## src/rtl/mem_access_unit_pkg.sv

```systemverilog
// Shared types and constants for the memory access unit that sits between
// the multicycle controller and the single-port instruction/data memory.
package mem_access_unit_pkg;

  localparam int unsigned DW          = 16;
  localparam int unsigned AW          = 16;
  localparam int unsigned TIMEOUT_DEF = 15;
  localparam int unsigned CNT_W       = 8;

  typedef enum logic [1:0] {
    S_IDLE = 2'd0,
    S_WAIT = 2'd1,
    S_DONE = 2'd2
  } state_e;

  typedef enum logic [1:0] {
    ACC_FETCH = 2'd0,
    ACC_LOAD  = 2'd1,
    ACC_STORE = 2'd2
  } acc_kind_e;

  typedef struct packed {
    logic          we;
    logic [AW-1:0] addr;
    logic [DW-1:0] wdata;
  } mem_cmd_t;

  // Only meaningful when an access is decoded (ir_write | adr_src); fetch wins.
  function automatic acc_kind_e decode_kind(input logic ir_write, input logic mem_write);
    if (ir_write)       return ACC_FETCH;
    else if (mem_write) return ACC_STORE;
    else                return ACC_LOAD;
  endfunction

endpackage

```

## src/rtl/mem_access_unit_if.sv

```systemverilog
// Controller-side and memory-side signals of the memory access unit.
// master = the access unit, slave = controller plus memory.
interface mem_access_unit_if;
  import mem_access_unit_pkg::*;

  logic          ir_write;
  logic          adr_src;
  logic          mem_write;
  logic [AW-1:0] pc;
  logic [AW-1:0] alu_result;
  logic [DW-1:0] write_data;
  logic          mem_req;
  logic          mem_we;
  logic [AW-1:0] mem_addr;
  logic [DW-1:0] mem_wdata;
  logic [DW-1:0] mem_rdata;
  logic          mem_ack;
  logic [DW-1:0] instr;
  logic [AW-1:0] old_pc;
  logic [DW-1:0] data_reg;
  logic          stall;
  logic          mem_err;

  modport master (
    input  ir_write, adr_src, mem_write, pc, alu_result, write_data,
    input  mem_rdata, mem_ack,
    output mem_req, mem_we, mem_addr, mem_wdata,
    output instr, old_pc, data_reg, stall, mem_err
  );

  modport slave (
    output ir_write, adr_src, mem_write, pc, alu_result, write_data,
    output mem_rdata, mem_ack,
    input  mem_req, mem_we, mem_addr, mem_wdata,
    input  instr, old_pc, data_reg, stall, mem_err
  );

endinterface

```

## src/rtl/mem_access_unit_timeout_counter.sv

```systemverilog
// WAIT-cycle counter; terminal count flags the last WAIT cycle allowed
// before an access is abandoned.
module mem_timeout_counter
  import mem_access_unit_pkg::*;
#(
  parameter int unsigned TIMEOUT = TIMEOUT_DEF
) (
  input  logic clk,
  input  logic rst,
  input  logic i_clr,
  input  logic i_en,
  output logic o_tc_c
);

  logic [CNT_W-1:0] r_cnt;

  always_ff @(posedge clk or negedge rst) begin
    if (!rst) begin
      r_cnt <= '0;
    end else if (i_clr) begin
      r_cnt <= '0;
    end else if (i_en) begin
      r_cnt <= r_cnt + CNT_W'(1);
    end
  end

  // Count holds the number of WAIT cycles already spent without ack.
  assign o_tc_c = (r_cnt == CNT_W'(TIMEOUT - 1));

endmodule

```

## src/rtl/mem_access_unit.sv

```systemverilog
// Converts controller fetch/load/store cycles into a req/ack memory handshake,
// holds IR, old-PC and MDR, stalls the controller and flags memory timeouts.
module mem_access_unit
  import mem_access_unit_pkg::*;
#(
  parameter int unsigned TIMEOUT = TIMEOUT_DEF
) (
  input  logic               clk,
  input  logic               rst,
  mem_access_unit_if.master  bus
);

  state_e        r_state, w_state_nxt;
  acc_kind_e     r_kind, w_kind;
  mem_cmd_t      r_cmd;
  logic          r_req;
  logic          r_err;
  logic [AW-1:0] r_fetch_pc;
  logic [AW-1:0] r_old_pc;
  logic [DW-1:0] r_instr;
  logic [DW-1:0] r_mdr;

  logic w_fetch, w_store, w_access;
  logic w_start, w_ack, w_abort, w_cnt_clr, w_cnt_en, w_tc;

  assign w_fetch  = bus.ir_write;
  assign w_store  = bus.adr_src & bus.mem_write & ~bus.ir_write;
  assign w_access = bus.ir_write | bus.adr_src;
  assign w_kind   = decode_kind(bus.ir_write, bus.mem_write);

  mem_timeout_counter #(.TIMEOUT(TIMEOUT)) u_timeout (
    .clk    (clk),
    .rst    (rst),
    .i_clr  (w_cnt_clr),
    .i_en   (w_cnt_en),
    .o_tc_c (w_tc)
  );

  always_ff @(posedge clk or negedge rst) begin
    if (!rst) r_state <= S_IDLE;
    else      r_state <= w_state_nxt;
  end

  // Ack is checked before the timeout so a last-cycle ack still succeeds.
  always_comb begin
    w_state_nxt = r_state;
    w_start     = 1'b0;
    w_ack       = 1'b0;
    w_abort     = 1'b0;
    w_cnt_clr   = 1'b0;
    w_cnt_en    = 1'b0;
    case (r_state)
      S_IDLE: begin
        if (w_access) begin
          w_start     = 1'b1;
          w_cnt_clr   = 1'b1;
          w_state_nxt = S_WAIT;
        end
      end
      S_WAIT: begin
        if (bus.mem_ack) begin
          w_ack       = 1'b1;
          w_state_nxt = S_DONE;
        end else begin
          w_cnt_en = 1'b1;
          if (w_tc) begin
            w_abort     = 1'b1;
            w_state_nxt = S_DONE;
          end
        end
      end
      S_DONE:  w_state_nxt = S_IDLE;
      default: w_state_nxt = S_IDLE;
    endcase
  end

  always_ff @(posedge clk or negedge rst) begin
    if (!rst) begin
      r_req      <= 1'b0;
      r_cmd      <= '0;
      r_kind     <= ACC_FETCH;
      r_fetch_pc <= '0;
      r_old_pc   <= '0;
      r_instr    <= '0;
      r_mdr      <= '0;
      r_err      <= 1'b0;
    end else begin
      if (w_start) begin
        r_req      <= 1'b1;
        r_kind     <= w_kind;
        r_cmd.we   <= w_store;
        r_cmd.addr <= w_fetch ? bus.pc : bus.alu_result;
        if (w_store) r_cmd.wdata <= bus.write_data;
        if (w_fetch) r_fetch_pc  <= bus.pc;
      end
      if (w_ack) begin
        r_req    <= 1'b0;
        r_cmd.we <= 1'b0;
        if (r_kind == ACC_FETCH) begin
          r_instr  <= bus.mem_rdata;
          r_old_pc <= r_fetch_pc;
        end else if (r_kind == ACC_LOAD) begin
          r_mdr <= bus.mem_rdata;
        end
      end
      // Abandoned access: poison the destination register, error is sticky.
      if (w_abort) begin
        r_req    <= 1'b0;
        r_cmd.we <= 1'b0;
        r_err    <= 1'b1;
        if (r_kind == ACC_FETCH)     r_instr <= '0;
        else if (r_kind == ACC_LOAD) r_mdr   <= '0;
      end
    end
  end

  assign bus.mem_req   = r_req;
  assign bus.mem_we    = r_cmd.we;
  assign bus.mem_addr  = r_cmd.addr;
  assign bus.mem_wdata = r_cmd.wdata;
  assign bus.instr     = r_instr;
  assign bus.old_pc    = r_old_pc;
  assign bus.data_reg  = r_mdr;
  assign bus.mem_err   = r_err;
  // Held low during reset so a controller left mid-cycle is not frozen.
  assign bus.stall     = rst & (((r_state == S_IDLE) & w_access) | (r_state == S_WAIT));

endmodule

```

## src/flat_wrapper.sv

```systemverilog
// flat-port wrapper written by rule: the top's interface ports become plain ports
module mem_access_unit_flat import mem_access_unit_pkg::*;
#(
  parameter int unsigned TIMEOUT = TIMEOUT_DEF
)
  (clk, rst, bus_ir_write, bus_adr_src, bus_mem_write, bus_pc, bus_alu_result, bus_write_data, bus_mem_rdata, bus_mem_ack, bus_mem_req, bus_mem_we, bus_mem_addr, bus_mem_wdata, bus_instr, bus_old_pc, bus_data_reg, bus_stall, bus_mem_err);
  mem_access_unit_if bus_i ();
  input  logic clk;
  input  logic rst;
  input wire logic [$bits(bus_i.ir_write)-1:0] bus_ir_write;
  input wire logic [$bits(bus_i.adr_src)-1:0] bus_adr_src;
  input wire logic [$bits(bus_i.mem_write)-1:0] bus_mem_write;
  input wire logic [$bits(bus_i.pc)-1:0] bus_pc;
  input wire logic [$bits(bus_i.alu_result)-1:0] bus_alu_result;
  input wire logic [$bits(bus_i.write_data)-1:0] bus_write_data;
  input wire logic [$bits(bus_i.mem_rdata)-1:0] bus_mem_rdata;
  input wire logic [$bits(bus_i.mem_ack)-1:0] bus_mem_ack;
  output wire logic [$bits(bus_i.mem_req)-1:0] bus_mem_req;
  output wire logic [$bits(bus_i.mem_we)-1:0] bus_mem_we;
  output wire logic [$bits(bus_i.mem_addr)-1:0] bus_mem_addr;
  output wire logic [$bits(bus_i.mem_wdata)-1:0] bus_mem_wdata;
  output wire logic [$bits(bus_i.instr)-1:0] bus_instr;
  output wire logic [$bits(bus_i.old_pc)-1:0] bus_old_pc;
  output wire logic [$bits(bus_i.data_reg)-1:0] bus_data_reg;
  output wire logic [$bits(bus_i.stall)-1:0] bus_stall;
  output wire logic [$bits(bus_i.mem_err)-1:0] bus_mem_err;
  assign bus_i.ir_write = bus_ir_write;
  assign bus_i.adr_src = bus_adr_src;
  assign bus_i.mem_write = bus_mem_write;
  assign bus_i.pc = bus_pc;
  assign bus_i.alu_result = bus_alu_result;
  assign bus_i.write_data = bus_write_data;
  assign bus_i.mem_rdata = bus_mem_rdata;
  assign bus_i.mem_ack = bus_mem_ack;
  assign bus_mem_req = bus_i.mem_req;
  assign bus_mem_we = bus_i.mem_we;
  assign bus_mem_addr = bus_i.mem_addr;
  assign bus_mem_wdata = bus_i.mem_wdata;
  assign bus_instr = bus_i.instr;
  assign bus_old_pc = bus_i.old_pc;
  assign bus_data_reg = bus_i.data_reg;
  assign bus_stall = bus_i.stall;
  assign bus_mem_err = bus_i.mem_err;
  mem_access_unit #(.TIMEOUT(TIMEOUT)) u_core (.clk(clk), .rst(rst), .bus(bus_i));
endmodule
```

## config.mk

```make
export PLATFORM = sky130hd
export DESIGN_NAME = mem_access_unit_flat
export DESIGN_NICKNAME = d
export VERILOG_FILES = /design/src/rtl/mem_access_unit_pkg.sv /design/src/rtl/mem_access_unit_if.sv /design/src/rtl/mem_access_unit_timeout_counter.sv /design/src/rtl/mem_access_unit.sv /design/src/flat_wrapper.sv
export SDC_FILE = /design/constraint.sdc
export NUM_CORES = 1
export LEC_CHECK = 0
export ABC_AREA = 0
export CAP_MARGIN = 40
export CORE_UTILIZATION = 40
export CTS_BUF_LIST = sky130_fd_sc_hd__clkbuf_16
export CTS_CLUSTER_DIAMETER = 60
export DETAILED_ROUTE_END_ITERATION = 10
export PLACE_DENSITY = 0.79
export SLEW_MARGIN = 20
export SYNTH_ARGS = -nofsm -noshare
export SYNTH_HDL_FRONTEND = slang
export SYNTH_SLANG_ARGS = --single-unit
```

## constraint.sdc

```tcl
create_clock -name clk -period 1.9 [get_ports clk]
set_clock_uncertainty 0.15 [all_clocks]
set_input_delay 0.475 -clock clk [delete_from_list [all_inputs] [get_ports clk]]
set_output_delay 0.475 -clock clk [all_outputs]
set_load 0.005 [all_outputs]
```

==> out/metrics.yaml <==
grt:
  grt_pass1_wl_um: 18600
  grt_pass1_vias: 3745
  grt_overflow: 0
  antenna_found_initial: 0
  grt_start_max_net_pins: 50
  track_usage: 0.202
setup_path:
  r2r_cells: 6
  r2r_end: "u_core.bus.data_reg[2]"
  regToRegSetupSlack_ns: -0.04
  end_kind: "flop"
  cp_data_required_time_ns: 1.97
  crit_fanout: 16
  r2r-start: "u_core.u_timeout.r_cnt[0]"
  cp-start-kind: "flop"
  path_class: "flop to flop"
  worstPathArrival_ns: 2.01
drt:
  routedWlPerCell_um: 16.6
  dr_total_vias: 3728
  drcViolationCount: 0
  drt_iter0_markers: 212
  vias_per_cell: 5.39
  wl_met2_um: 5620
  wirelength_um: 11500
  met3WireLength_um: 800
  met1_length_um: 4980
  dr.pass1.iters: 6
  top_layer_used: "met4"
  ant_nets: 0
floorplan:
  pin_count: 154
  die_h_um: 110
  rows: 38
  die_w_um: 110
  initial_core_util: 0.419
  core_area_mm2: 0.0110
  dieArea_mm2: 0.0120
yosys:
  synth_seq_cells: 111
  synth_cell_type_count: 45
  synth_nets: 447
  ys_top_cells_by_area: "dfrtp_1 (60%), mux2_2 (7.8%), o21ai_0 (4.2%)"
  yosysSeqAreaShare: 0.601
  ys.warnings.count: 0
  yosysTopAreaCell: "dfrtp_1"
  post-synth-top-area-fraction: 0.601
  avgSynthCellArea_um2: 12.3
  async_flop_share: 1.00
  ys.flop_type: "dfrtp_1"
  synth-edff-count: 0
  synthCells: 375
  synth_area_mm2: 0.00462
timing:
  setup_viol: 32
  drv_slew: 0
  fmax_ghz: 0.515
  setup_slack_ns: -0.0414
  worst_slew_pin_slew_ns: 0.622
  post-route-period-util: 1.02
  rsz0062_at_grt: "yes"
  finalCriticalPeriod_ns: 1.94
  hold_viol: 0
  relSlewSlack: 0.586
  tns_ns: -0.649
run_status:
  outcome: "complete, but fails checks"
  violations: "setup timing"
place:
  post-dp-hpwl_um: 8240
  gp_congestion: 0.812
  io_buffers: 153
cts:
  cts_sinks: 111
  clkLatencyLatePin_ns: 0.34
  cts_buffers: 9
  htreeDepth: 3
  cts_buffer_depth: 2
  clockRootBuffer: "clkbuf_16"
  tritoncts: "built"
  clkTransAtPathRegs_ns: 0.07
finish:
  layout-drive-gt1-share: 0.181
  post-route-util: 0.622
  syn_to_final_growth_pct: 48.4
  multi_input_area_mm2: 0.00176
  register_area_mm2: 0.00278
  antenna_cells: 0
  nets: 619
  fillers: 911
power_and_ir_drop:
  power_leakage_nw: 3.01
  vdd_drop_max_mv: 0.693
  powerDensity_mw_per_mm2: 1500
hold_path:
  holdCritPathClass: "input pin to async pin"
flow_run:
  maxCapViolations: 0
cells in the final DEF (no fill, tap or decap), drive strengths merged, types with 2 or more instances in the layout:
| cell | synthesis | routed |
|---|---|---|
| clkinv | 0 | 2 |
| buf | 9 | 34 |
| nand4b | 2 | 2 |
| clkdlybuf4s50 | 0 | 146 |
| nand3 | 32 | 32 |
| mux2i | 2 | 2 |
| a221o | 16 | 16 |
| o21ai | 40 | 40 |
| clkbuf | 15 | 9 |
| nor4 | 2 | 2 |
| nor2 | 8 | 8 |
| dlymetal6s2s | 0 | 3 |
| a21oi | 35 | 35 |
| or3 | 2 | 2 |
| nand2 | 5 | 5 |
| and2 | 18 | 18 |
| nand2b | 2 | 2 |
| dfrtp | 111 | 111 |
| ha | 2 | 2 |
| xnor2 | 2 | 2 |
| mux2 | 32 | 32 |
| or4b | 2 | 2 |
| dlygate4sd2 | 0 | 2 |
| a21o | 17 | 17 |
| inv | 2 | 6 |
| o21bai | 2 | 2 |
| o31ai | 2 | 2 |
| nor3b | 2 | 2 |
worst max-delay path by stage:
stage	from	endpoint	slack, ns	cells past startpoint
final	u_core.u_timeout.r_cnt[0]	u_core.bus.data_reg[2]	-0.04	6
after global routing	u_core.u_timeout.r_cnt[0]	u_core.bus.data_reg[4]	-0.11	6
after CTS	u_core.r_state[1]	u_core.bus.data_reg[2]	-0.1	5
after detailed placement	bus_ir_write	bus_stall	-0.47	4
after global placement	bus_ir_write	bus_stall	-0.46	4
after floorplan	bus_mem_ack	u_core.bus.data_reg[12]	0.02	4
what timing repair did:
action / in CTS / in global routing
setup buffers: 0 / 3
hold buffers: 0 / 0
setup endpoints to repair: 34 / 44
resized for setup: 6 / 10
pin swaps: 0 / 5
hold endpoints to repair: 0 / 0
synthesized netlist by cell type (all sizes together) (5+ instances only):
library cell and number:
a221o 16, dfrtp 111, and2 18, a21oi 35
nor2 8, mux2 32, o21ai 40, buf 9
nand2 5, a21o 17, nand3 32, clkbuf 15
cells by family after synthesis:
kind of cell / synth area share
DFF: 0.601
buffers and inverters: 0.0281
muxes: 0.0823
xor gates and xnor gates: 0.00379
adders and majority gates: 0.00541
and+or+nand+nor: 0.122
AOI/OAI and AO/OA: 0.158
critical path: stages, from the launching register on:
cell     delay, ns
dfrtp_1       0.38
inv_1         0.06
ha_1          0.14
or4b_4        0.52
nor4_4        0.33
buf_12        0.19
a21oi_1       0.06
through the flow:
stage / instance area (um2) / total power, mW / hold WS, ns / instances / worst slack (ns)
3_5_place_dp: 6530 / 8.49 / 0.298 / 673 / -0.467
2_1_floorplan: 4640 / 5.81 / 0.0294 / 375 / 0.0170
4_1_cts: 6820 / 10.3 / 0.125 / 689 / -0.0983
5_1_grt: 6860 / 11.0 / 0.147 / 692 / -0.113
3_3_place_gp: 6530 / 8.31 / 0.296 / 673 / -0.456
6_report: 6860 / 10.3 / 0.101 / 692 / -0.0414
metal layers:
metal,GRT usage,up-vias
met1,0.257,1854
met4,0.0600,0
met2,0.344,144
met3,0.0474,9
met5,0,-
li1,-,1721
report_power, final:
group | switching (mW) | internal [mW] | leakage [nW] | total, mW
Combinational | 1.70 | 2.77 | 1.48 | 4.47
Clock | 0.897 | 0.921 | 0.139 | 1.82
Sequential | 0.583 | 3.41 | 1.39 | 3.99
Total | 3.18 | 7.10 | 3.01 | 10.3
layout make-up:
type,count,share of cell area
sequential,111,0.405
tap,140,0.0255
multi-input combinational,238,0.257
clock inverter,7,0.00948
timing repair buffer,185,0.270
inverter,2,0.00109
clock buffer,9,0.0328
No activity file was read; power rests on OpenSTA's default activity.
